File: config.mk
export PLATFORM = sky130hd
export DESIGN_NAME = vnet_local_inject_ni
export DESIGN_NICKNAME = d
export VERILOG_FILES = /design/src/rtl/vnet_local_inject_ni.sv
export SDC_FILE = /design/constraint.sdc
export NUM_CORES = 1
export LEC_CHECK = 0
export BUFFER_PORTS_ARGS = -buffer_cell sky130_fd_sc_hd__buf_4
export CAP_MARGIN = 20
export CORE_ASPECT_RATIO = 1.1
export CORE_UTILIZATION = 47
export CTS_CLUSTER_DIAMETER = 200
export CTS_CLUSTER_SIZE = 24
export DETAILED_ROUTE_END_ITERATION = 12
export PLACE_DENSITY = 0.75
export SLEW_MARGIN = 20
export SYNTH_ARGS = -nofsm -noshare
export SYNTH_HDL_FRONTEND = slang
export SYNTH_SLANG_ARGS = --single-unit
File: constraint.sdc
create_clock -name clk -period 4.57 [get_ports clk]
set_input_delay 0.6855 -clock clk [delete_from_list [all_inputs] [get_ports clk]]
set_output_delay 0.6855 -clock clk [all_outputs]
set_load 0.005 [all_outputs]
File: src/rtl/vnet_local_inject_ni.sv
// Injection network interface for one vnet_router local port: a single-entry hold
// stage, XY look-ahead route, round-robin VC choice and per-VC credit counters.
module vnet_local_inject_ni #(
    parameter int VC_NUM         = 4,
    parameter int VC_DEPTH       = 4,
    parameter int VC_ID_W        = 3,
    parameter int FLIT_W         = 128,
    parameter int NODE_X_W       = 2,
    parameter int NODE_Y_W       = 2,
    parameter int LOCAL_PORT_NUM = 1,
    parameter int ROUTE_W        = 3
) (
    input  logic                              clk,
    input  logic                              rstn,
    input  logic                              req_v_i,
    output logic                              req_rdy_o,
    input  logic [FLIT_W-1:0]                 req_flit_i,
    input  logic [NODE_X_W-1:0]               req_dst_x_i,
    input  logic [NODE_Y_W-1:0]               req_dst_y_i,
    input  logic [$clog2(LOCAL_PORT_NUM):0]   req_dst_port_i,
    input  logic [NODE_X_W-1:0]               node_id_x_i,
    input  logic [NODE_Y_W-1:0]               node_id_y_i,
    output logic                              tx_flit_pend_o,
    output logic                              tx_flit_v_o,
    output logic [FLIT_W-1:0]                 tx_flit_o,
    output logic [VC_ID_W-1:0]                tx_flit_vc_id_o,
    output logic [ROUTE_W-1:0]                tx_flit_look_ahead_routing_o,
    input  logic                              rx_lcrd_v_i,
    input  logic [VC_ID_W-1:0]                rx_lcrd_id_i,
    output logic                              credit_err_o
);

    localparam int VC_PTR_W = (VC_NUM > 1) ? $clog2(VC_NUM) : 1;
    localparam int CRD_W    = $clog2(VC_DEPTH + 1);

    localparam logic [ROUTE_W-1:0] ROUTE_N    = ROUTE_W'(0);
    localparam logic [ROUTE_W-1:0] ROUTE_S    = ROUTE_W'(1);
    localparam logic [ROUTE_W-1:0] ROUTE_E    = ROUTE_W'(2);
    localparam logic [ROUTE_W-1:0] ROUTE_W_   = ROUTE_W'(3);
    localparam logic [ROUTE_W-1:0] ROUTE_LOC0 = ROUTE_W'(4);

    logic                 hold_v;
    logic [FLIT_W-1:0]    hold_flit;
    logic [ROUTE_W-1:0]   hold_route;
    logic [ROUTE_W-1:0]   req_route;
    logic [VC_PTR_W-1:0]  rr_ptr;
    logic [VC_PTR_W-1:0]  rr_nxt;
    logic [VC_PTR_W-1:0]  pick_vc;
    logic [VC_PTR_W-1:0]  scan_idx;
    logic                 pick_found;
    logic                 send;
    logic                 accept;
    logic [CRD_W-1:0]     credit     [VC_NUM];
    logic [CRD_W-1:0]     credit_nxt [VC_NUM];
    logic [VC_NUM-1:0]    crd_dec;
    logic [VC_NUM-1:0]    crd_inc;
    logic                 crd_id_legal;
    logic                 crd_err_set;

    // XY routing: resolve X first, then Y, then eject to the addressed local port.
    always_comb begin
        // NOTE: every combinational output gets a default before any branch, so no latch is inferred.
        req_route = ROUTE_LOC0 + ROUTE_W'(req_dst_port_i);
        if (req_dst_x_i > node_id_x_i)      req_route = ROUTE_E;
        else if (req_dst_x_i < node_id_x_i) req_route = ROUTE_W_;
        else if (req_dst_y_i > node_id_y_i) req_route = ROUTE_N;
        else if (req_dst_y_i < node_id_y_i) req_route = ROUTE_S;
    end

    always_comb begin
        pick_found = 1'b0;
        pick_vc    = '0;
        scan_idx   = '0;
        for (int i = 0; i < VC_NUM; i++) begin
            scan_idx = VC_PTR_W'((int'(rr_ptr) + i) % VC_NUM);
            if (!pick_found && (credit[scan_idx] != '0)) begin
                pick_found = 1'b1;
                pick_vc    = scan_idx;
            end
        end
    end

    assign send      = hold_v && pick_found;
    assign req_rdy_o = !hold_v || send;
    assign accept    = req_v_i && req_rdy_o;
    assign rr_nxt    = (pick_vc == VC_PTR_W'(VC_NUM - 1)) ? '0 : pick_vc + VC_PTR_W'(1);

    assign crd_id_legal = (32'(rx_lcrd_id_i) < 32'(VC_NUM));

    always_comb begin
        crd_dec = '0;
        crd_inc = '0;
        for (int v = 0; v < VC_NUM; v++) begin
            crd_dec[v] = send && (pick_vc == VC_PTR_W'(v));
            crd_inc[v] = rx_lcrd_v_i && crd_id_legal && (rx_lcrd_id_i == VC_ID_W'(v));
        end
    end

    // A simultaneous send and return on one VC cancel; a return to a full VC saturates and flags.
    always_comb begin
        crd_err_set = rx_lcrd_v_i && !crd_id_legal;
        for (int v = 0; v < VC_NUM; v++) begin
            credit_nxt[v] = credit[v];
            if (crd_dec[v] && !crd_inc[v]) begin
                credit_nxt[v] = credit[v] - CRD_W'(1);
            end else if (crd_inc[v] && !crd_dec[v]) begin
                if (credit[v] == CRD_W'(VC_DEPTH)) crd_err_set = 1'b1;
                else                               credit_nxt[v] = credit[v] + CRD_W'(1);
            end
        end
    end

    always_ff @(posedge clk or negedge rstn) begin
        if (!rstn) begin
            hold_v                       <= 1'b0;
            rr_ptr                       <= '0;
            credit_err_o                 <= 1'b0;
            tx_flit_v_o                  <= 1'b0;
            tx_flit_pend_o               <= 1'b0;
            tx_flit_o                    <= '0;
            tx_flit_vc_id_o              <= '0;
            tx_flit_look_ahead_routing_o <= '0;
            for (int v = 0; v < VC_NUM; v++) credit[v] <= CRD_W'(VC_DEPTH);
        end else begin
            // NOTE: state registers use non-blocking assignment so every read sees the pre-edge value.
            credit_err_o   <= credit_err_o | crd_err_set;
            tx_flit_v_o    <= send;
            tx_flit_pend_o <= hold_v && !send;
            if (accept)    hold_v <= 1'b1;
            else if (send) hold_v <= 1'b0;
            if (send) begin
                tx_flit_o                    <= hold_flit;
                tx_flit_vc_id_o              <= VC_ID_W'(pick_vc);
                tx_flit_look_ahead_routing_o <= hold_route;
                rr_ptr                       <= rr_nxt;
            end
            for (int v = 0; v < VC_NUM; v++) credit[v] <= credit_nxt[v];
        end
    end

    // NOTE: hold payload is pure datapath qualified by hold_v, so it carries no reset.
    always_ff @(posedge clk) begin
        if (accept) begin
            hold_flit  <= req_flit_i;
            hold_route <= req_route;
        end
    end

endmodule

### Word level (Yosys, flattened, before mapping)

Index checks and enable logic that the tools add are counted.

* register bits: 282
* latch bits: 0
* RAM bits: 0
* bits in read-only memories: 0
* bits of input ports: 144
* output and inout bits: 138
* memories kept: 0

* add/subtract/negate cells: 13
* multiply operators: 0
* div/mod/pow operators: 0
* $lt $le $gt $ge: 9
* equality and inequality tests: 14
* shifts and indexed selects: 0
* muxes and demuxes: 50
* bitwise logic cells: 5
* reduce and logical (&&, ||, !) cells: 56

Operators by type and width (number)
* 3-bit two-way mux: 20
* 3-bit binary-select mux with 2-bit select: 4
* 1-bit logical AND: 24
* 1-bit two-way mux: 19
* 1-bit zero test: 14
* 2-bit two-way mux: 7
* 3-bit by 1-bit adder with 3-bit output (second input constant): 4
* 3-bit == test (second input constant): 4
* 3-bit greater-or-equal comparator (second input constant): 4
* 2-bit inverter with 3-bit output: 4
* 3-bit nonzero test: 4
* 3-bit by 1-bit subtractor with 3-bit output (second input constant): 4
* 2-bit nonzero test: 5
* 2-bit inequality test (second input constant): 4
* 2-bit AND reduction: 4
* 3-bit by 2-bit == test with 1-bit output (second input constant): 2
* 2-bit by 1-bit adder with 2-bit output (second input constant): 2
* 2-bit adder (second input constant): 2
* 2-bit == test (second input constant): 2
* 2-bit > comparator: 2
* 2-bit < comparator: 2
* 4-bit OR reduction: 1
* 3-bit by 1-bit adder with 3-bit output (first input constant): 1
* 3-bit by 1-bit == test with 1-bit output (second input constant): 1
* other kinds (7): 7

### Logic depth before layout (Yosys ltp)

* depth in word-level cells: 31
* gate-level depth with buffers: 16
* mapped depth without buffers: 15

### Worst setup path before layout

No wires, ideal clock.

* path kind: reg-to-reg
* start: register credit[8] (netlist name)
* end: register hold_flit[0] (enable)
* setup time: 0.506 ns
* arrival time: 3.954 ns
* data required time: 4.064 ns
* slack: 0.109 ns
* cell stages (with the launch flop): 6
* cell sequence: dfstp_2 -> nor3_1 -> nand2_1 -> nor2_1 -> nand2_1 -> and2_1

* longest elaborated chain between the ends: 17
* elaborated cells on any way between the ends: 29
* those cells by class: mux (16); reduce/logical (13)

RTL lines
* start, declared: line 53 `logic [CRD_W-1:0] credit [VC_NUM];`
* 3-bit binary-select mux with 2-bit select: line 76 `if (!pick_found && (credit[scan_idx] != '0)) begin`
* 3-bit two-way mux (implied by the code) (2 in a row): line 76
* 3-bit nonzero test: line 76
* 1-bit two-way mux: line 76
* 1-bit zero test: line 76
* 1-bit logical AND: line 76
* 1-bit two-way mux: line 76
* 1-bit zero test: line 76
* (+2 left out)
* 1-bit zero test: line 76
* 1-bit logical AND: line 76
* 1-bit two-way mux (*): line 76
* 1-bit logical AND (*): line 83 `assign send = hold_v && pick_found;`
* 1-bit logical OR (*): line 84 `assign req_rdy_o = !hold_v || send;`
* net req_rdy_o: line 16 `output logic req_rdy_o,`
* 1-bit logical AND (*): line 85 `assign accept = req_v_i && req_rdy_o;`
* net accept: line 52 `logic accept;`
* end signal, assigned: line 144 `hold_flit <= req_flit_i;`
* end, declared: line 43 `logic [FLIT_W-1:0] hold_flit;`

Mark *: on every way through the listed nets, which the timed path passes. The rest lies on a longest branch. The select of a mux whose other input is x is not followed.
A chain may end at the register's enable or synchronous reset.

### Worst setup path in the final report

* start: register credit[10] (netlist name)
* end: register credit[2] (netlist name)

* longest elaborated chain between the ends: 20
* elaborated cells on any way between the ends: 40
* those cells by class: eq/ne (2); mux (21); reduce/logical (17)

RTL lines
* 3-bit binary-select mux with 2-bit select: line 76
* 3-bit two-way mux (implied by the code) (2 in a row): line 76
* 3-bit nonzero test: line 76
* 1-bit two-way mux: line 76
* 1-bit zero test: line 76
* 1-bit logical AND: line 76
* 1-bit two-way mux: line 76
* 1-bit zero test: line 76
* (+4 left out)
* 2-bit two-way mux (*): line 76
* net pick_vc[0]: line 48 `logic [VC_PTR_W-1:0] pick_vc;`
* 2-bit == test (*): line 94 `crd_dec[v] = send && (pick_vc == VC_PTR_W'(v));`
* 1-bit logical AND (*): line 94
* 1-bit zero test: line 106 `end else if (crd_inc[v] && !crd_dec[v]) begin`
* 1-bit logical AND: line 106
* 2-bit nonzero test (no line)
* 2-bit AND reduction (no line)

Marks and branches as above.

==> summary.md <==
| Metric | Value |
|---|---|
| Relative slew slack | 36.6% |
| Clock sinks | about 280 |
| PwrDens | 427 nW/um^2 |
| Worst Reg-to-Reg Cells | 13 |
| Fin. max-slew vios | 0 |
| Post-CTS setup buffers | 0 |
| Arr. time, crit path | roughly 3.8 ns |
| Num CTS Buffers | 15 |
| Design area | 13300 sq um |
| Worst EP required | 4.98 ns |
| Initial antenna violation count | 1 |
| First DRT Iteration DRCs | 391 |
| Int Power | just over 0.004 W |
| Max Fanout on Critical Path | 8 |
| Avg WL per Cell | 15.7 um |
| I/O Buffers | 280 |
| R2R Path End | credit[2] |
| Startpoint types | flop |
| Net Sw Frac | between 20% and 30% |
| Via density | 4.86 |
| Post-synth EDFFs | around 130 |
| Worst setup endpoint | credit[2] |
| Least-Margin Pin Slew | 0.950 ns |
| Syn avg cell area | ~12 sq um |
| # rows | 57 |
| Yosys warnings | 0 |
| Fillers | 1807 |
| Gr usage total | between 20% and 30% |
| Clock transition at the registers of the reported paths | 0.10 ns |
| Clk buf depth | 3 |
| DRC viols | 0 |
| Sequential-to-total area share from yosys stat | roughly 73% |
| Flop pwr share | between 50 and 60% |
| Part of the power in the clock network | 24.8% |
| Layout cells sized above 1 | 27.3% |
| Final Hold Vio Count | 0 |
| Largest net degree at the start of global routing | 100 |
| Net switching power | 0.00158 W |
| Main flop type after synthesis | dfrtp_1 |
| Area after DPL | 12900 sq um |
| Die height | 159 um |
| Combinational share of power | 20.2% |
| Share of flip-flops with an asynchronous set or reset | 53.5% |
| Core Box Area | 22000 sq um |
| Crit path time final | 3.39 ns |
| Grt ovf | 0 |
| CTS Hold Bufs | 0 |
| H-Tree Depth | 1 |
| HPWL Detailed | between 15000 and 20000 um |
| CTS tree | done |
| Count of nets after finishing | 1318 |
| Peak VDD IR | 0.326 mV |
| Crit path launch | credit[10] |
| Vias | 7094 |
| Area Overhead vs Synth | 26.6% |
| Post-Synthesis Cells | 881 |
| RSZ-0062 raised after global routing | no |
| Gp weighted congestion | 0.802 |
| DR pass1 iterations | 4 |
| Post-route ant nets | 0 |
| First-pass GRT wire length | 36000 um |
| Worst setup EP type | flop |
| Final setup TNS | 0 ns |
| Mapped Nets | 1045 |
| Pre-CTS WS | 1.20 ns |
| CTS resizes | 0 |
| Layout Utilization | between 60% and 70% |
| Static leakage | around 6.4 nW |
| Final Skew | 0.0152 ns |
| Die Wd | about 140 um |
| Mapped Area | 10500 sq um |
| Final worst path period share | between 70% and 80% |
| PnR worst setup slack | 1.18 ns |
| Status | finished clean |
| Worst Hold Class | in -> async |
| Reg2reg start | credit[10] |
| Clock Latency Late Sink | 0.49 ns |
| FF+latch count, synth | 282 |
| I/O pin total | roughly 280 |
| Distinct cells, synth | 45 |
| Clock root buffer | clkbuf_16 |
| Initial Util | 47.7% |
| Number of setup violations in the final report | 0 |
| Setup slack, reg-to-reg | 1.18 ns |
| Max-Cap Viols | 0 |
| Worst Setup Path Type | reg -> reg |
| Die area | 23000 sq um |
| Number of global-route vias before repair | 6930 |
| Max Clk Rate | 295 MHz |
| Drt total wl | 22900 um |
==> how the worst min path moves through the flow <==
| stage | startpoint | to | cells after the start | slack [ns] |
|---|---|---|---|---|
| final | rstn | tx_flit_o[96] | 1 | 0.32 |
| after global routing | req_flit_i[80] | hold_flit[80] | 1 | 0.33 |
| after CTS | rstn | credit[0] | 1 | 0.34 |
| after detailed placement | hold_flit[44] | tx_flit_o[44] | 2 | 0.42 |
| after global placement | hold_flit[18] | tx_flit_o[18] | 2 | 0.42 |
| after floorplan | rstn | credit[0] | 0 | 0.39 |
==> layout by cell type (no fill, tap or decap), drive strengths merged, types with 2 or more instances in the layout <==
cell type  Yosys  layout
o31ai          3       3
a21o           2       2
or4            2       2
a21oi         13      13
a221oi         3       3
nand2b         2       2
dfrtp        147     147
fa             4       4
a311o          2       2
nand3          5       5
nand4          3       3
nand2        409     409
and2           3       3
o21ai         13      13
ha            16      16
o211ai         2       2
nor2          11      11
dfstp          4       4
xor2           2       2
inv           37      38
a22oi          3       3
clkbuf         1      24
or3            5       5
nor3          11      11
edfxtp       131     131
buf           31     288
a31oi          5       5
==> cells by family (layout without fill, tap and decap cells) <==
group           after synthesis  count (layout)  share of synthesized area, %
other cells                   1               2                        0.0357
fa+ha+maj                    20              20                          2.67
flops                       282             282                          73.4
simple gates                456             456                          17.4
compound gates               50              50                          3.06
buf+inv                      69             351                          3.18
xor+xnor                      3               3                         0.250
==> sequential cells by signal, indices dropped and copies added (netlist names) <==
signal,cells
tx_flit_v_o,1
hold_v,1
hold_route,3
credit,12
tx_flit_pend_o,1
credit_err_o,1
hold_flit,128
tx_flit_look_ahead_routing_o,3
rr_ptr,2
tx_flit_o,128
tx_flit_vc_id_o,2
==> power by group through the flow <==
| stage | combinational (W) | sequential (W) | clock [W] |
|---|---|---|---|
| after global placement | 0.00111 | 0.00316 | 0 |
| after detailed placement | 0.00115 | 0.00317 | 0 |
| after CTS | 0.00116 | 0.00312 | 0.00145 |
| after global routing | 0.00130 | 0.00316 | 0.00153 |
| after floorplan | 0.000663 | 0.00315 | 0 |
| final | 0.00115 | 0.00312 | 0.00140 |
==> synth_stat cells (2+ instances only) <==
cell / instances / area share (%)
o31ai_1: 2 / 0.14
a21o_1: 2 / 0.14
edfxtp_1: 131 / 37
buf_4: 2 / 0.14
dfrtp_1: 147 / 35
nor2_1: 11 / 0.39
buf_2: 24 / 1.1
nor3_1: 9 / 0.43
o21ai_0: 10 / 0.48
nand3_1: 5 / 0.24
fa_1: 4 / 0.76
inv_1: 37 / 1.3
or3_1: 5 / 0.30
a221oi_1: 3 / 0.25
a21oi_1: 13 / 0.62
o21ai_1: 2 / 0.095
a22oi_1: 3 / 0.21
buf_6: 5 / 0.54
ha_1: 16 / 1.9
xor2_1: 2 / 0.17
and2_1: 3 / 0.18
nand2_1: 409 / 15
nand4_1: 3 / 0.18
o211ai_1: 2 / 0.14
or4_1: 2 / 0.14
nand2b_1: 2 / 0.12
dfstp_2: 4 / 1.0
a311o_1: 2 / 0.19
a31oi_1: 5 / 0.30
==> routing by layer <==
metal	global-route usage, %	up-vias	routed length [um]
li1	-	3409	-
met1	25.4	3406	9090
met2	33.6	232	11400
met3	4.89	47	1610
met4	7.85	0	818
met5	0	-	0
==> layout make-up <==
cell class	instances	area, sq um	share of cell area [%]
clock buffer	24	409	3.08
timing repair buffer	288	2180	16.4
inverter	37	141	1.06
antenna	1	2.50	0.0188
sequential	282	7720	58.0
tap	295	369	2.77
multi-input combinational	530	2470	18.5
clock inverter	2	17.5	0.132
==> worst max-delay path, cell delays in order, from the launching register on <==
cell      delay, ns
dfrtp_1        0.50
or3_1          0.46
a22oi_1        0.20
o21ai_0        0.10
a21oi_1        0.23
ha_1           0.19
nand2_1        0.07
inv_1          0.07
ha_1           0.21
inv_1          0.09
fa_1           0.42
or4_1          0.53
a21oi_1        0.17
a221oi_1       0.07
==> per-stage QoR <==
step / instances / power, W / hold WS, ns
global placement: 1432 / 0.00426 / 0.416
detailed placement: 1432 / 0.00433 / 0.422
finish: 1459 / 0.00567 / 0.320
global route: 1459 / 0.00599 / 0.335
floorplan: 881 / 0.00381 / 0.390
CTS: 1458 / 0.00574 / 0.340
(Power assumes the default switching activity.)
